<file path="config.mk">
export PLATFORM = sky130hd
export DESIGN_NAME = stopwatch_ctrl
export DESIGN_NICKNAME = d
export VERILOG_FILES = /design/src/rtl/stopwatch_ctrl_pkg.sv /design/src/rtl/stopwatch_ctrl_bcd_digit.sv /design/src/rtl/stopwatch_ctrl.sv
export SDC_FILE = /design/constraint.sdc
export NUM_CORES = 1
export LEC_CHECK = 0
export CAP_MARGIN = 20
export CORE_MARGIN = 10
export CORE_UTILIZATION = 45
export CTS_BUF_LIST = sky130_fd_sc_hd__clkbuf_2
export CTS_CLUSTER_SIZE = 30
export DETAILED_ROUTE_END_ITERATION = 10
export PLACE_DENSITY = 0.77
export SLEW_MARGIN = 15
export SYNTH_ARGS = -nofsm -noshare
export SYNTH_HDL_FRONTEND = slang
export SYNTH_SLANG_ARGS = --single-unit
</file>
<file path="constraint.sdc">
create_clock -name clk -period 2.03 [get_ports clk]
set_clock_uncertainty 0.15 [all_clocks]
set_input_delay 0.406 -clock clk [delete_from_list [all_inputs] [get_ports clk]]
set_output_delay 0.406 -clock clk [all_outputs]
set_load 0.01 [all_outputs]
</file>
<file path="src/rtl/stopwatch_ctrl_pkg.sv">
// Shared definitions for the stopwatch controller: FSM state encoding and BCD limits.
package stopwatch_ctrl_pkg;

  typedef logic [1:0] state_t;

  localparam state_t ST_IDLE  = 2'd0;
  localparam state_t ST_RUN   = 2'd1;
  localparam state_t ST_PAUSE = 2'd2;

  localparam logic [3:0] BCD_MAX = 4'd9;

  // Next BCD value of a single decade, wrapping 9 -> 0.
  function automatic logic [3:0] bcd_inc(input logic [3:0] d);
    return (d == BCD_MAX) ? 4'd0 : d + 4'd1;
  endfunction

endpackage

</file>
<file path="src/rtl/stopwatch_ctrl_bcd_digit.sv">
// One decade stage of the stopwatch carry chain; ten pulses when this stage wraps.
module bcd_digit
  import stopwatch_ctrl_pkg::*;
(
  input  logic       clk,
  input  logic       rst,
  input  logic       clr,
  input  logic       en,
  output logic [3:0] count,
  output logic       ten
);

  logic [3:0] count_q;
  logic [3:0] count_d;

  always_comb begin
    count_d = count_q;
    if (clr) begin
      count_d = 4'd0;
    end else if (en) begin
      count_d = bcd_inc(count_q);
    end
  end

  always_ff @(posedge clk) begin
    if (rst) begin
      count_q <= 4'd0;
    end else begin
      count_q <= count_d;
    end
  end

  assign count = count_q;
  assign ten   = en && (count_q == BCD_MAX);

endmodule

</file>
<file path="src/rtl/stopwatch_ctrl.sv">
// Run/pause/clear stopwatch: prescaler tick, DIGITS-stage BCD carry chain, lap latch, sticky overflow.
module stopwatch_ctrl
  import stopwatch_ctrl_pkg::*;
#(
  parameter int DIGITS   = 4,
  parameter int TICK_DIV = 10
) (
  input  logic                  clk,
  input  logic                  rst,
  input  logic                  start,
  input  logic                  stop,
  input  logic                  clear,
  input  logic                  lap,
  output logic                  running,
  output logic                  tick,
  output logic [4*DIGITS-1:0]   digits,
  output logic [4*DIGITS-1:0]   lap_digits,
  output logic                  lap_valid,
  output logic                  overflow
);

  localparam int PW = (TICK_DIV > 1) ? $clog2(TICK_DIV) : 1;
  localparam logic [PW-1:0] PRESC_MAX = PW'(TICK_DIV - 1);

  // Commands are single-cycle pulses sampled on every edge; there is no
  // handshake, so a command not legal in the current state is simply dropped.
  state_t                state_q, state_d;
  logic [PW-1:0]         presc_q, presc_d;
  logic                  overflow_q, overflow_d;
  logic [4*DIGITS-1:0]   lap_digits_q, lap_digits_d;
  logic                  lap_valid_q, lap_valid_d;
  logic [DIGITS:0]       en;
  logic                  lap_take;

  // FSM: state register
  always_ff @(posedge clk) begin
    if (rst) begin
      state_q <= ST_IDLE;
    end else begin
      state_q <= state_d;
    end
  end

  // FSM: next state; clear dominates, start&stop together cancel out
  always_comb begin
    state_d = state_q;
    if (clear) begin
      state_d = ST_IDLE;
    end else if (start && !stop) begin
      if (state_q != ST_RUN) state_d = ST_RUN;
    end else if (stop && !start) begin
      if (state_q == ST_RUN) state_d = ST_PAUSE;
    end
  end

  // FSM: outputs decoded from the registered state
  always_comb begin
    running = (state_q == ST_RUN);
    tick    = (state_q == ST_RUN) && (presc_q == PRESC_MAX);
  end

  // Prescaler holds in PAUSE so that a resume keeps the tick phase.
  always_comb begin
    presc_d = presc_q;
    if (clear) begin
      presc_d = '0;
    end else if (state_q == ST_RUN) begin
      presc_d = (presc_q == PRESC_MAX) ? '0 : presc_q + PW'(1);
    end
  end

  assign en[0] = tick;

  for (genvar i = 0; i < DIGITS; i++) begin : g_digit
    bcd_digit u_digit (
      .clk   (clk),
      .rst   (rst),
      .clr   (clear),
      .en    (en[i]),
      .count (digits[4*i +: 4]),
      .ten   (en[i+1])
    );
  end

  always_comb begin
    overflow_d = clear ? 1'b0 : (overflow_q | en[DIGITS]);
  end

  // Lap captures the count as seen this cycle, before any same-edge increment.
  always_comb begin
    lap_take     = lap && !clear && ((state_q == ST_RUN) || (state_q == ST_PAUSE));
    lap_digits_d = lap_take ? digits : lap_digits_q;
    lap_valid_d  = lap_take;
  end

  always_ff @(posedge clk) begin
    if (rst) begin
      presc_q      <= '0;
      overflow_q   <= 1'b0;
      lap_digits_q <= '0;
      lap_valid_q  <= 1'b0;
    end else begin
      presc_q      <= presc_d;
      overflow_q   <= overflow_d;
      lap_digits_q <= lap_digits_d;
      lap_valid_q  <= lap_valid_d;
    end
  end

  assign overflow   = overflow_q;
  assign lap_digits = lap_digits_q;
  assign lap_valid  = lap_valid_q;

endmodule
</file>
* After elaboration in Yosys (flattened, before gate mapping)
Cells that the tools add are included.
W data, S select, Z words.
** Storage, ports and cells
- Output and inout bits :: 36
- Word-level logic and storage cells :: 50
- Input bits :: 6
- Register bits after elaboration :: 40
** Cells by class
- Mux-type cells :: 9
- Reduce and logical (&&, ||, !) cells :: 17
- Add/subtract/negate cells :: 5
- Eq/ne operators :: 9
- Bitwise gates (word level) :: 1
** Operators by type and width (number)
- $add A4 B1 Y4 const B :: 5
- $eq A4 B4 Y1 const B :: 5
- $mux W4 :: 5
- $logic_and A1 B1 Y1 :: 9
- $mux W2 :: 4
- $ne A2 B1 Y1 const B :: 2
- $reduce_bool A2 Y1 :: 2
- $logic_not A1 Y1 :: 3
- $reduce_and A3 Y1 :: 1
- $eq A2 B1 Y1 const B :: 1
- $eq A2 B2 Y1 const B :: 1
- $reduce_or A2 Y1 :: 1
- $logic_or A1 B1 Y1 :: 1
- $or A1 B1 Y1 :: 1

* Longest topological paths before layout
Gate-level depths: netlist of the first run.
- Depth after elaboration :: 7
- Depth in mapped cells :: 8
- Depth with buffers taken out :: 6

* By module
From an unflattened synthesis of the first run, not the netlist that was laid out.
** Unflattened totals
- Cells, all modules :: 173
- Area, all modules :: 1696.6 µm²
** By module, submodules not included
- stopwatch_ctrl :: instances 1, area each 940.9 µm², cells an instance 93
- bcd_digit :: instances 4, area each 188.9 µm², cells an instance 20

* Worst setup path after synthesis of the first run
OpenSTA, ideal clock, no wires.
- Path kind :: register to register
- Start :: register state_q[1]
- End :: register g_digit[2].u_digit.count_q[0]
- Period minus slack after synthesis :: 2.108 ns
- Path buffers :: 0
- Path slack :: -0.078 ns
- Library setup time :: 0.070 ns
- Data required time :: 1.810 ns
- Stages on the path, launching flop included :: 7
- Arrival :: 1.888 ns
- Cell sequence :: dfxtp_1 > inv_1 > ha_1 > nand3_1 > or4_4 > or4_1 > a21oi_1
** Between the ends
- Longest elaborated chain between the ends :: 4
** Ends and longest elaborated chain
- from (decl) :: RTL line stopwatch_ctrl.sv:27 : state_t state_q, state_d;
- from (signal assigned) :: RTL line stopwatch_ctrl.sv:40 : state_q <= state_d;
- $eq A2 B1 Y1
- net running :: RTL line stopwatch_ctrl.sv:14 : output logic running,
- $logic_and A1 B1 Y1 :: RTL line stopwatch_ctrl.sv:59 : tick = (state_q == ST_RUN) && (presc_q == PRESC_MAX);
- $logic_and A1 B1 Y1 (2 in a row) :: RTL line stopwatch_ctrl_bcd_digit.sv:34 : assign ten = en && (count_q == BCD_MAX);
- to (signal assigned) :: RTL line stopwatch_ctrl_bcd_digit.sv:29 : count_q <= count_d;
- to (decl) :: RTL line stopwatch_ctrl_bcd_digit.sv:13 : logic [3:0] count_q;
The timed path passes the listed nets, and every way through them passes these cells.
A chain may end at the register's enable or synchronous reset.

* Worst setup path after layout of the first run
- Start :: register g_digit[0].u_digit.count_q[1]
- End :: register g_digit[2].u_digit.count_q[0]
** Between the ends
- Longest elaborated chain between the ends :: 3
** Ends and longest elaborated chain (RTL line)
- from (decl) :: stopwatch_ctrl_bcd_digit.sv:13
- from (signal assigned) :: stopwatch_ctrl_bcd_digit.sv:29
- $eq A4 B4 Y1 :: stopwatch_ctrl_bcd_digit.sv:34
- $logic_and A1 B1 Y1 (2 in a row) :: stopwatch_ctrl_bcd_digit.sv:34
No other way between the ends.

==> results.txt, run 1 <==
The clock-pin slew on the worst setup and hold paths came out at around 200 ps. Among all stages on the critical path, the largest delay is contributed by sky130_fd_sc_hd__or4_4. The final reports fail on negative setup slack. The maximum achievable frequency is slightly below 500 MHz.

Walking the worst path, the cells encountered are or3b_4 > or4_4 > or4_4 > a21oi_2. Once detailed placement completed, the half-perimeter wirelength came to 3299 um. In the post-route analysis, the smallest setup slack over all paths is -20.19 ps. The leakage power total came out at 1.020 nW. The max-slew violation count came to 0. The netlist area before placement is 1697 um2. The cell area after layout is 2520 um2. The relative slew slack came out at 77.81%. The critical setup path kind is register to register. The number of antenna diodes in the final layout is 0.

The length of the first detailed-routing pass in iterations is 4. In the global route stage, overall resource usage came out at 13.86%. The number of global-route vias before repair came out at approximately 1.6k.

The power density normalized to cell area came out at a little over 500 nW/um2. Compared with the post-synthesis result, the final layout area differs by 48.53%. Leaving out fill and tap cells, the most frequent cells in the layout are sky130_fd_sc_hd__nand2_1 (41), sky130_fd_sc_hd__buf_4 (32), sky130_fd_sc_hd__a21oi_1 (31).

The total of flip-flops plus latches after synthesis is 40. In this design, the stage delay of the slowest critical-path cell is ~540 ps. The number of top-level pins is 42. In the synthesized netlist, the number of instances is 209. The setup TNS after final layout came out at -20.19 ps. The count of warnings emitted by yosys is 0. The number of buffers created by CTS is 5. The worst ir drop on vdd came out at 0.5098 mV. CTS placed an instance of sky130_fd_sc_hd__clkbuf_2 at the clock tree root. The count of routing violations after the opening detailed-route iteration came out at 162.

The number of nets with antenna violations after routing came out at 0. After detailed routing, the total wire length is 4500 um. Of the cells placed in the final design, the portion with a size suffix greater than 1 is about a quarter. The post-synthesis average cell area is ~8.1 um2. The worst register-to-register path has a setup slack of -20 ps. The total placed cells including tap cells is 317. The initialized floorplan defines 22 standard-cell rows. The count of endpoints failing hold in the final timing report is 0.

At the pin with the least slew margin, the transition time is between 300 and 400 ps. The core area is approximately 3700 um2. The data arrival time of the worst path came out at ~2300 ps. The first global-routing pass estimated 7231 um of wire. The number of antenna violations at the first check in global routing came out at 0. The sink count of the clock tree came out at 40.

Sequential elements use a little under half of the synthesized area. Routability-driven placement finished with a final weighted congestion of roughly 0.8. The depth of the CTS H-tree is 2. STA classifies the critical path endpoint as a register. The largest delay contributor family on the critical path is simple AND/OR/NAND/NOR gates.

The die height came out at 81.40 um. The via total after detailed routing came out at 1680. The most numerous cell type found on the critical path is sky130_fd_sc_hd__or4_4. The proportion of synthesized flip-flops having asynchronous set or reset is 0%.

The most common library cell in the layout ignoring fill and taps is sky130_fd_sc_hd__nand2_1. The post-route clock period utilization is 101.0%. Along the worst path, the maximum fanout reaches 4. The non-filler instance count after layout came out at ~330.

The number of flops mapped to enable cells by yosys came out at 0. For the worst setup path, the data required time is ~2200 ps. The number of nets handed over by synthesis was 216. Setup repair after global routing could not meet its margin everywhere.

The number of buffers and inverters on the critical path is 0. The min-delay analysis places its worst path in the category register to register. The effective utilization at floorplan came out at 46.34%.

The DRC violations left is 0. STA classifies the critical path startpoint as a register. Entering global routing, the biggest net connects 18 pins. The average wire per standard cell came out at 13.68 um.

Setup violations remaining at the end of the flow were counted as 1. The global route total overflow is 0. Dividing the detail-routed via count by the number of cells gives 5.106.

The count of maximum capacitance violations is 0. The number of different library cells in the post-synthesis netlist came out at 36. TritonCTS built the clock tree.

The total power after layout is 0.001309 W. The run finished, with violations left. The minimum clock period is 2050 ps.

The floorplan step set the die width to 81.40 um. The clock network latency to the later pin of the worst-skew pair is 400 ps. The clock tree buffer depth came out at 2. The layout net count came out at roughly 290. The number of hold buffers added after CTS was 0. The die area is 6626 um2.

For this run, the leading register cell type out of synthesis is sky130_fd_sc_hd__dfxtp_1. The post-place instance area is 2357 um2. The count of input and output buffers is 41.
-- final timing paths --
path / startpoint / endpoint / cells after the start
setup reg to reg: g_digit[0].u_digit.count[1] / g_digit[2].u_digit.count[0] / 4
hold reg to reg: lap_digits[12] / lap_digits[12] / 2
hold / removal: lap_digits[12] / lap_digits[12] / 2
setup / recovery: g_digit[0].u_digit.count[1] / g_digit[2].u_digit.count[0] / 4
-- area by class of cell --
type	count	area (um2)
Clock buffer	5	25.02
Sequential cell	40	832.0
Multi-Input combinational cell	154	878.3
Timing Repair Buffer	73	660.6
Clock inverter	3	41.29
Tap cell	48	60.06
Fill cell	320	1141
Inverter	6	22.52
-- tightest hold or removal path: stages (launching register included) --
cell and delay [ps]:
sky130_fd_sc_hd__dfxtp_1 350, sky130_fd_sc_hd__nand2_1 50, sky130_fd_sc_hd__a21oi_1 50
-- per-stage QoR --
step / worst slack, ps / utilization, % / hold slack [ps]
5_1_grt: -54.43 / 68.83 / 344.4
4_1_cts: -7.832 / 66.54 / 320.0
2_1_floorplan: 9.440 / - / 296.2
6_report: -20.19 / 68.83 / 317.6
3_5_place_dp: 5.845 / 64.39 / 296.6
3_3_place_gp: 38.62 / 64.39 / 293.2
-- layer usage --
layer | wire length, um | GRT usage [%] | part of all wire [%]
met1 | 1953 | 16.65 | 43
met2 | 2154 | 22.04 | 48
met3 | 301 | 3.974 | 6.7
met4 | 90 | 7.093 | 2.0
met5 | 0 | 0 | 0
-- Yosys cell counts (3+ instances only) --
| cell | n | area share [%] |
|---|---|---|
| sky130_fd_sc_hd__nand2_1 | 42 | 9.3 |
| sky130_fd_sc_hd__dfxtp_1 | 40 | 47 |
| sky130_fd_sc_hd__a21oi_1 | 32 | 9.4 |
| sky130_fd_sc_hd__nor2_1 | 12 | 2.7 |
| sky130_fd_sc_hd__o21ai_0 | 10 | 2.9 |
| sky130_fd_sc_hd__clkbuf_1 | 8 | 1.8 |
| sky130_fd_sc_hd__inv_1 | 6 | 1.3 |
| sky130_fd_sc_hd__nand2b_1 | 6 | 2.2 |
| sky130_fd_sc_hd__nor2b_1 | 5 | 1.8 |
| sky130_fd_sc_hd__nand3_1 | 4 | 1.2 |
| sky130_fd_sc_hd__or3_1 | 4 | 1.5 |
| sky130_fd_sc_hd__o21a_1 | 3 | 1.3 |
| sky130_fd_sc_hd__o31ai_1 | 3 | 1.3 |
| sky130_fd_sc_hd__xnor2_1 | 3 | 1.5 |
-- state kept, by name, indices dropped and copies added, names as in the netlist --
signal	flops
g_digit.u_digit.count	16
presc_q	4
lap_digits	16
state_q	2
lap_valid	1
overflow	1
-- timing repair --
item,4_1_cts,5_1_grt
pin swaps,0,0
setup buffers,1,3
endpoints found under the setup margin,12,18
gates resized for setup,18,24
-- report_power, final --
part / switching (W) / internal, W
registers: 0.00000191 / 0.000782
clock network: 0.000265 / 0.000207
logic: 0.0000284 / 0.0000244
-- kinds of logic after synthesis --
family / after synthesis / share of synthesized area (%)
xor gates and xnor gates: 5 / 2.582
AOI/OAI and AO/OA: 52 / 17.26
and+or+nand+nor: 96 / 28.83
DFF: 40 / 47.20
buffers and inverters: 15 / 3.392
adders and majority gates: 1 / 0.7373
(Power assumes the default switching activity.)
==> inputs of run 2 (changes only) <==
CAP_MARGIN = 5   (was 20)
CTS_CLUSTER_SIZE = unset   (was 30)
==> results of run 2 <==
No change in the layout: final DEF, timing and power equal those of run 1.
==> inputs of run 3 (changes only) <==
HOLD_SLACK_MARGIN = 0.05   (was unset)
==> results of run 3 <==
No change in the layout: final DEF, timing and power equal those of run 1.
